===== config.mk =====
export PLATFORM = sky130hd
export DESIGN_NAME = bist_pattern_gen_misr
export DESIGN_NICKNAME = d
export VERILOG_FILES = /design/src/rtl/bist_pattern_gen_misr.sv
export SDC_FILE = /design/constraint.sdc
export NUM_CORES = 1
export LEC_CHECK = 0
export BUFFER_PORTS_ARGS = -buffer_cell sky130_fd_sc_hd__buf_4
export CORE_MARGIN = 1
export CORE_UTILIZATION = 53
export CTS_BUF_LIST = sky130_fd_sc_hd__clkbuf_16
export CTS_CLUSTER_SIZE = 28
export DETAILED_ROUTE_END_ITERATION = 10
export PLACE_DENSITY = 0.83
export SLEW_MARGIN = 15
export SYNTH_ARGS = -nofsm -noshare
export SYNTH_HDL_FRONTEND = slang
export SYNTH_SLANG_ARGS = --single-unit

===== constraint.sdc =====
create_clock -name clk -period 8.3 [get_ports clk]
set_clock_uncertainty 0.15 [all_clocks]
set_input_delay 0.415 -clock clk [delete_from_list [all_inputs] [get_ports clk]]
set_output_delay 0.415 -clock clk [all_outputs]
set_load 0.005 [all_outputs]

===== src/rtl/bist_pattern_gen_misr.sv =====
// bist_pattern_gen_misr: BIST harness for a combinational benchmark netlist.
// A 9-bit LFSR produces input vectors, which are issued with a valid/ready
// handshake. The returned output vectors are compacted into a PO_W-bit MISR.
// Optional build macro BIST_GOLDEN_CMP_EN compares the final signature against
// the golden input. Without the macro, pass is tied to 0 and golden is unused.
module bist_pattern_gen_misr #(
  parameter int              PI_W      = 9,
  parameter int              PO_W      = 49,
  parameter int              NUM_PAT   = 256,
  parameter logic [8:0]      SEED      = 9'h1FF,
  parameter logic [PO_W-1:0] MISR_TAPS = 49'h1_0000_0000_0100,
  parameter int              MAX_OUT   = 4
) (
  input  logic            clk,
  input  logic            rst,
  input  logic            start,
  output logic [PI_W-1:0] pat_out,
  output logic            pat_valid,
  input  logic            pat_ready,
  input  logic [PO_W-1:0] resp_in,
  input  logic            resp_valid,
  input  logic [PO_W-1:0] golden,
  output logic            busy,
  output logic            done,
  output logic            pass,
  output logic [PO_W-1:0] signature,
  output logic            err_ovf
);

  localparam logic [2:0] S_IDLE  = 3'd0;
  localparam logic [2:0] S_SEED  = 3'd1;
  localparam logic [2:0] S_RUN   = 3'd2;
  localparam logic [2:0] S_DRAIN = 3'd3;
  localparam logic [2:0] S_DONE  = 3'd4;

  // An all-zero seed would lock the LFSR, so it is replaced with 1.
  localparam logic [8:0]  SEED_EFF  = (SEED == 9'h000) ? 9'h001 : SEED;
  localparam logic [15:0] NUM_PAT_W = 16'(NUM_PAT);
  localparam logic [15:0] MAX_OUT_W = 16'(MAX_OUT);

  logic [2:0]      state;
  logic [8:0]      lfsr;
  logic [PO_W-1:0] misr;
  logic [15:0]     issued;
  logic [15:0]     received;
  logic [15:0]     outstanding;
  logic            accept;
  logic            resp_take;
  logic            pass_q;

  // Handshake and status decode come straight from registered state.
  assign pat_valid = (state == S_RUN) && (issued < NUM_PAT_W) && (outstanding < MAX_OUT_W);
  assign pat_out   = (state == S_IDLE) ? '0 : PI_W'(lfsr);
  assign accept    = pat_valid && pat_ready;
  assign resp_take = resp_valid && (state != S_IDLE) && (state != S_SEED);
  assign busy      = (state == S_SEED) || (state == S_RUN) || (state == S_DRAIN);
  assign done      = (state == S_DONE);
  assign signature = misr;

`ifdef BIST_GOLDEN_CMP_EN
  assign pass = pass_q;
`else
  // Golden is not consumed in this build; fold it into a named sink.
  logic golden_unused;
  assign golden_unused = ^golden;
  assign pass = 1'b0;
`endif

  // Sequencer, LFSR, MISR and counters.
  // NOTE: every register here uses non-blocking assignment so all updates in a
  // cycle see the same pre-edge values, independent of statement order.
  always_ff @(posedge clk) begin
    if (rst) begin
      state       <= S_IDLE;
      lfsr        <= SEED_EFF;
      misr        <= '0;
      issued      <= '0;
      received    <= '0;
      outstanding <= '0;
      pass_q      <= 1'b0;
      err_ovf     <= 1'b0;
    end else begin
      if (accept) begin
        lfsr   <= {lfsr[7:0], lfsr[8] ^ lfsr[4]};
        issued <= issued + 16'd1;
      end

      if (resp_take) begin
        misr <= {misr[PO_W-2:0], ^(misr & MISR_TAPS)} ^ resp_in;
        if (received != NUM_PAT_W) received <= received + 16'd1;
        if (outstanding == 16'd0) err_ovf <= 1'b1;
      end

      // Simultaneous accept and response leave the count unchanged. A response
      // with nothing outstanding is an error and does not underflow the count.
      if (accept && !resp_take)
        outstanding <= outstanding + 16'd1;
      else if (!accept && resp_take && outstanding != 16'd0)
        outstanding <= outstanding - 16'd1;

      case (state)
        S_IDLE, S_DONE: begin
          if (start) state <= S_SEED;
        end
        S_SEED: begin
          lfsr        <= SEED_EFF;
          misr        <= '0;
          issued      <= '0;
          received    <= '0;
          outstanding <= '0;
          pass_q      <= 1'b0;
          err_ovf     <= 1'b0;
          state       <= S_RUN;
        end
        S_RUN: begin
          if (accept && issued == NUM_PAT_W - 16'd1) state <= S_DRAIN;
        end
        S_DRAIN: begin
          if (received == NUM_PAT_W) begin
            state <= S_DONE;
`ifdef BIST_GOLDEN_CMP_EN
            pass_q <= (misr == golden);
`endif
          end
        end
        default: state <= S_IDLE;
      endcase
    end
  end

endmodule


==> impl_results.rst <==
.. list-table::
   :header-rows: 1

   * - Metric
     - Value
   * - Power density over the cells
     - 308.0 mW/mm^2
   * - Antenna Nets Post-Route
     - 0
   * - Compound-cell area share of the yosys netlist
     - 14.07%
   * - Vias after detailed routing
     - 4358
   * - Synthesis-stage register bit count
     - 110
   * - Total length of routed met2 wires
     - 5.174 mm
   * - Std-Cell Core Area
     - 0.009415 sq mm
   * - Number of clock buffers inserted by TritonCTS
     - 9
   * - Number of cell rows
     - 35
   * - Highest cell delay on the worst timing path
     - 0.66 ns
   * - First-pass detailed-route iteration total
     - 4
   * - Number of global-route vias before repair
     - 4170
   * - Routed met1 length
     - 4.679 mm
   * - Maximum vdd drop
     - 204.7 uV
   * - Synth Net Count
     - 700
   * - Largest net degree at the start of global routing
     - 106
   * - Number of port buffers
     - 115
   * - Post-synthesis xor/xnor area fraction
     - 13.90%
   * - Post-layout total power
     - 1980 uW
   * - Final total negative setup slack
     - 0 ns
   * - Setup CP Type
     - reg -> reg
   * - Wire length per cell after detailed routing
     - 13.18 um
   * - Library cells used by synthesis
     - 50
   * - Class of the most critical hold timing path
     - in -> reg
   * - Effective utilization at floorplan
     - 55.53%
   * - Synth Warn #
     - 0
   * - Count of flip-flops with a built-in enable after synthesis
     - 0
   * - Number of max-capacitance violations reported
     - 0
   * - Worst setup EP type
     - flip-flop
   * - Leak Pwr
     - 0.002511 uW
   * - Vertical extent of the die
     - 101.3 um
   * - Global placement routability congestion
     - 0.8773
   * - Endpoint required time on the critical path
     - 8.38 ns
   * - Primary flip-flop cell chosen by synthesis mapping
     - sky130_fd_sc_hd__dfxtp_1
   * - Worst Setup Start Kind
     - flip-flop
   * - Portion of netlist area occupied by mux cells
     - 1.914%
   * - Post-CTS sizing
     - 0
   * - Final routed DRC violation total
     - 0
   * - Antenna diode count
     - 0
   * - Critical Path, Cell by Cell
     - nor4_1 -> nand4_2 -> nor3_4 -> nand2_4 -> ha_1 -> a21o_1 -> a31o_2 -> a31oi_1 -> o31ai_1 -> a221oi_1 -> a211oi_1 -> nand2b_1
   * - Max Slew Vio Count
     - 0
   * - H-tree lvl count
     - 3
   * - Number of buffers on the longest clock path
     - 2
   * - CP Max Fanout
     - 17
   * - Number of failing setup endpoints in the final timing report
     - 0
   * - Total of hold buffers inserted after clock tree synthesis
     - 0
   * - Clock slew at reported path FFs
     - 0.08 ns
   * - Fin nets
     - 800
   * - Highest metal used
     - met4
   * - Buffers inserted during post-CTS setup optimization
     - 0
   * - Die span in x
     - 101.3 um
   * - Worst r2r path cells
     - 12
   * - First-iteration detailed-routing DRC count
     - 148
   * - Highest-delay cell along the critical path
     - sky130_fd_sc_hd__nor3_4
   * - Cell taking the most area after synthesis
     - sky130_fd_sc_hd__dfxtp_1
   * - Netlist Area Pre-Place
     - 0.005229 sq mm
   * - Arrival time of data at the critical path endpoint
     - 4.41 ns
   * - Area share of fa/ha/maj cells after synthesis
     - 4.451%
   * - Combinational family with the most area after synthesis
     - simple AND/OR/NAND/NOR gates
   * - Post-Syn Area per Cell
     - 9.031 sq um
   * - Maximum clock rate
     - 0.2312 GHz
   * - Overall fraction of global-route tracks in use
     - 21.53%
   * - Post-route cell area
     - 0.006427 sq mm
   * - Share of cells above drive strength 1
     - 21.38%
   * - Routed met3 length
     - 770 um
   * - Layout Area Growth over Synthesis
     - 22.92%
   * - Clk sink count
     - 110
   * - Final Hold Viols
     - 0
   * - Wire length of the first global-routing pass
     - 17.96 mm
   * - CTS tree
     - built
   * - Hold Path Stages
     - 2
   * - Detail-routed via count per cell
     - 5.367
   * - Cell Area, Placed
     - 0.006155 sq mm
   * - Post-synthesis async set-or-reset flop share
     - 0%
   * - Overall die area
     - 0.01027 sq mm
   * - Clk_lat worst skew
     - 0.34 ns
   * - Worst slew margin
     - 23.78%
   * - Actual slew at the worst max-slew pin
     - 1.143 ns
   * - Cells taking the most area after synthesis
     - sky130_fd_sc_hd__dfxtp_1 42%, sky130_fd_sc_hd__xnor2_1 10%, sky130_fd_sc_hd__nor2_1 7.1%
   * - Share of synthesized area occupied by flip-flops and latches
     - 42.12%
   * - Area share of the largest cell type after synthesis
     - 42.12%
   * - Post-layout min period
     - 4.326 ns
   * - Simple-gate portion of the synthesized area
     - 20.77%
   * - Number of standard cells after synthesis
     - 579
   * - Clock Root Buffer
     - sky130_fd_sc_hd__clkbuf_16
   * - Crit share post-route
     - 52.12%
   * - Final global-route overflow total
     - 0
   * - Post-Route WL
     - 10.70 mm
   * - Outcome
     - complete, no violations
   * - I/O pins
     - 166
   * - Initial antenna violation count
     - 0
   * - Placed wire-length estimate
     - 7.393 mm
   * - RSZ-0062 raised after global routing
     - no
[layer usage]
metal	global-route usage [%]	vias up
li1	-	2201
met1	26.01	2034
met2	37.21	115
met3	6.625	8
met4	5.686	0
met5	0	-
[state kept, by name, indices dropped and copies added, names as in the netlist]
register / count
signature: 49
issued: 16
outstanding: 16
received: 16
lfsr: 9
state: 3
err_ovf: 1
[critical path: cells and delay by family (launching register included)]
family,cells,cell delay (ns)
AOI/OAI and AO/OA,6,1.43
and+or+nand+nor,5,1.84
adders and majority gates,1,0.45
DFF,1,0.34
[Yosys cell counts, drive strengths merged (2+ instances only)]
| master | number |
|---|---|
| a21o | 5 |
| or3 | 6 |
| nand4 | 9 |
| nor4 | 8 |
| nor4b | 2 |
| a21oi | 17 |
| dfxtp | 110 |
| mux2i | 10 |
| and4 | 2 |
| xor2 | 21 |
| nand2b | 2 |
| a211oi | 53 |
| nor3 | 5 |
| buf | 9 |
| o21ai | 10 |
| and2 | 9 |
| and3 | 5 |
| ha | 17 |
| nor2 | 99 |
| nor2b | 11 |
| clkbuf | 18 |
| a221oi | 2 |
| inv | 7 |
| o31ai | 3 |
| nand2 | 43 |
| a31oi | 3 |
| xnor2 | 62 |
| nand3 | 16 |
| o21a | 4 |
[final timing paths]
path                                       from              end  slack [ns]
worst max register to register  outstanding[10]  outstanding[15]        3.97
worst min register to register       issued[15]       issued[15]        0.31
worst min-delay path                        rst         state[2]        0.12
worst max-delay path            outstanding[10]  outstanding[15]        3.97
[cell usage in the layout (no fill, tap or decap), types with 5 or more instances in the layout]
cell type and count:
sky130_fd_sc_hd__buf_4 116, sky130_fd_sc_hd__dfxtp_1 110, sky130_fd_sc_hd__nor2_1 99, sky130_fd_sc_hd__xnor2_1 62, sky130_fd_sc_hd__a211oi_1 49, sky130_fd_sc_hd__nand2_1 41
sky130_fd_sc_hd__xor2_1 21, sky130_fd_sc_hd__a21oi_1 17, sky130_fd_sc_hd__ha_1 17, sky130_fd_sc_hd__nand3_1 16, sky130_fd_sc_hd__nor2b_1 11, sky130_fd_sc_hd__o21ai_0 10
sky130_fd_sc_hd__mux2i_1 10, sky130_fd_sc_hd__and2_1 9, sky130_fd_sc_hd__clkbuf_16 9, sky130_fd_sc_hd__inv_1 8, sky130_fd_sc_hd__nor4_1 7, sky130_fd_sc_hd__nand4_1 7
sky130_fd_sc_hd__or3_1 6, sky130_fd_sc_hd__and3_1 5
[power breakdown]
part	internal [uW]	leakage, uW	switching (uW)
sequential	584	0.000891	54.4
clock	205	0.000131	194
combinational	435	0.00149	507
[area by class of cell]
type | instances | area, sq um
fillers | 711 | 2988
multi-input cells | 435 | 2894
flip-flops and latches | 110 | 2202
repair buffers | 116 | 870.8
clock buffers | 9 | 225.2
well taps | 129 | 161.4
clock inverters | 6 | 47.55
inverters | 7 | 26.28
[stage by stage]
| step | cells | utilization, % | hold WS, ns | worst slack (ns) |
|---|---|---|---|---|
| 4_1_cts | 812 | 68.27 | 0.1084 | 4.021 |
| 3_5_place_dp | 797 | 65.37 | 0.2906 | 4.061 |
| 5_1_grt | 812 | 68.27 | 0.1099 | 3.654 |
| 6_report | 812 | 68.27 | 0.1210 | 3.974 |
| 3_3_place_gp | 797 | 65.37 | 0.2842 | 4.117 |
| 2_1_floorplan | 579 | - | 0.2716 | 4.957 |
[kinds of logic (layout without fill, tap and decap cells)]
group | Yosys count | count (layout)
other | 1 | 1
AO/OA/AOI/OAI | 103 | 103
adder cells (fa/ha/maj) | 18 | 18
flip-flops | 110 | 110
XOR/XNOR | 83 | 83
buffers and inverters | 34 | 138
multiplexers | 10 | 10
AND/OR/NAND/NOR | 220 | 220
(Power assumes the default switching activity.)
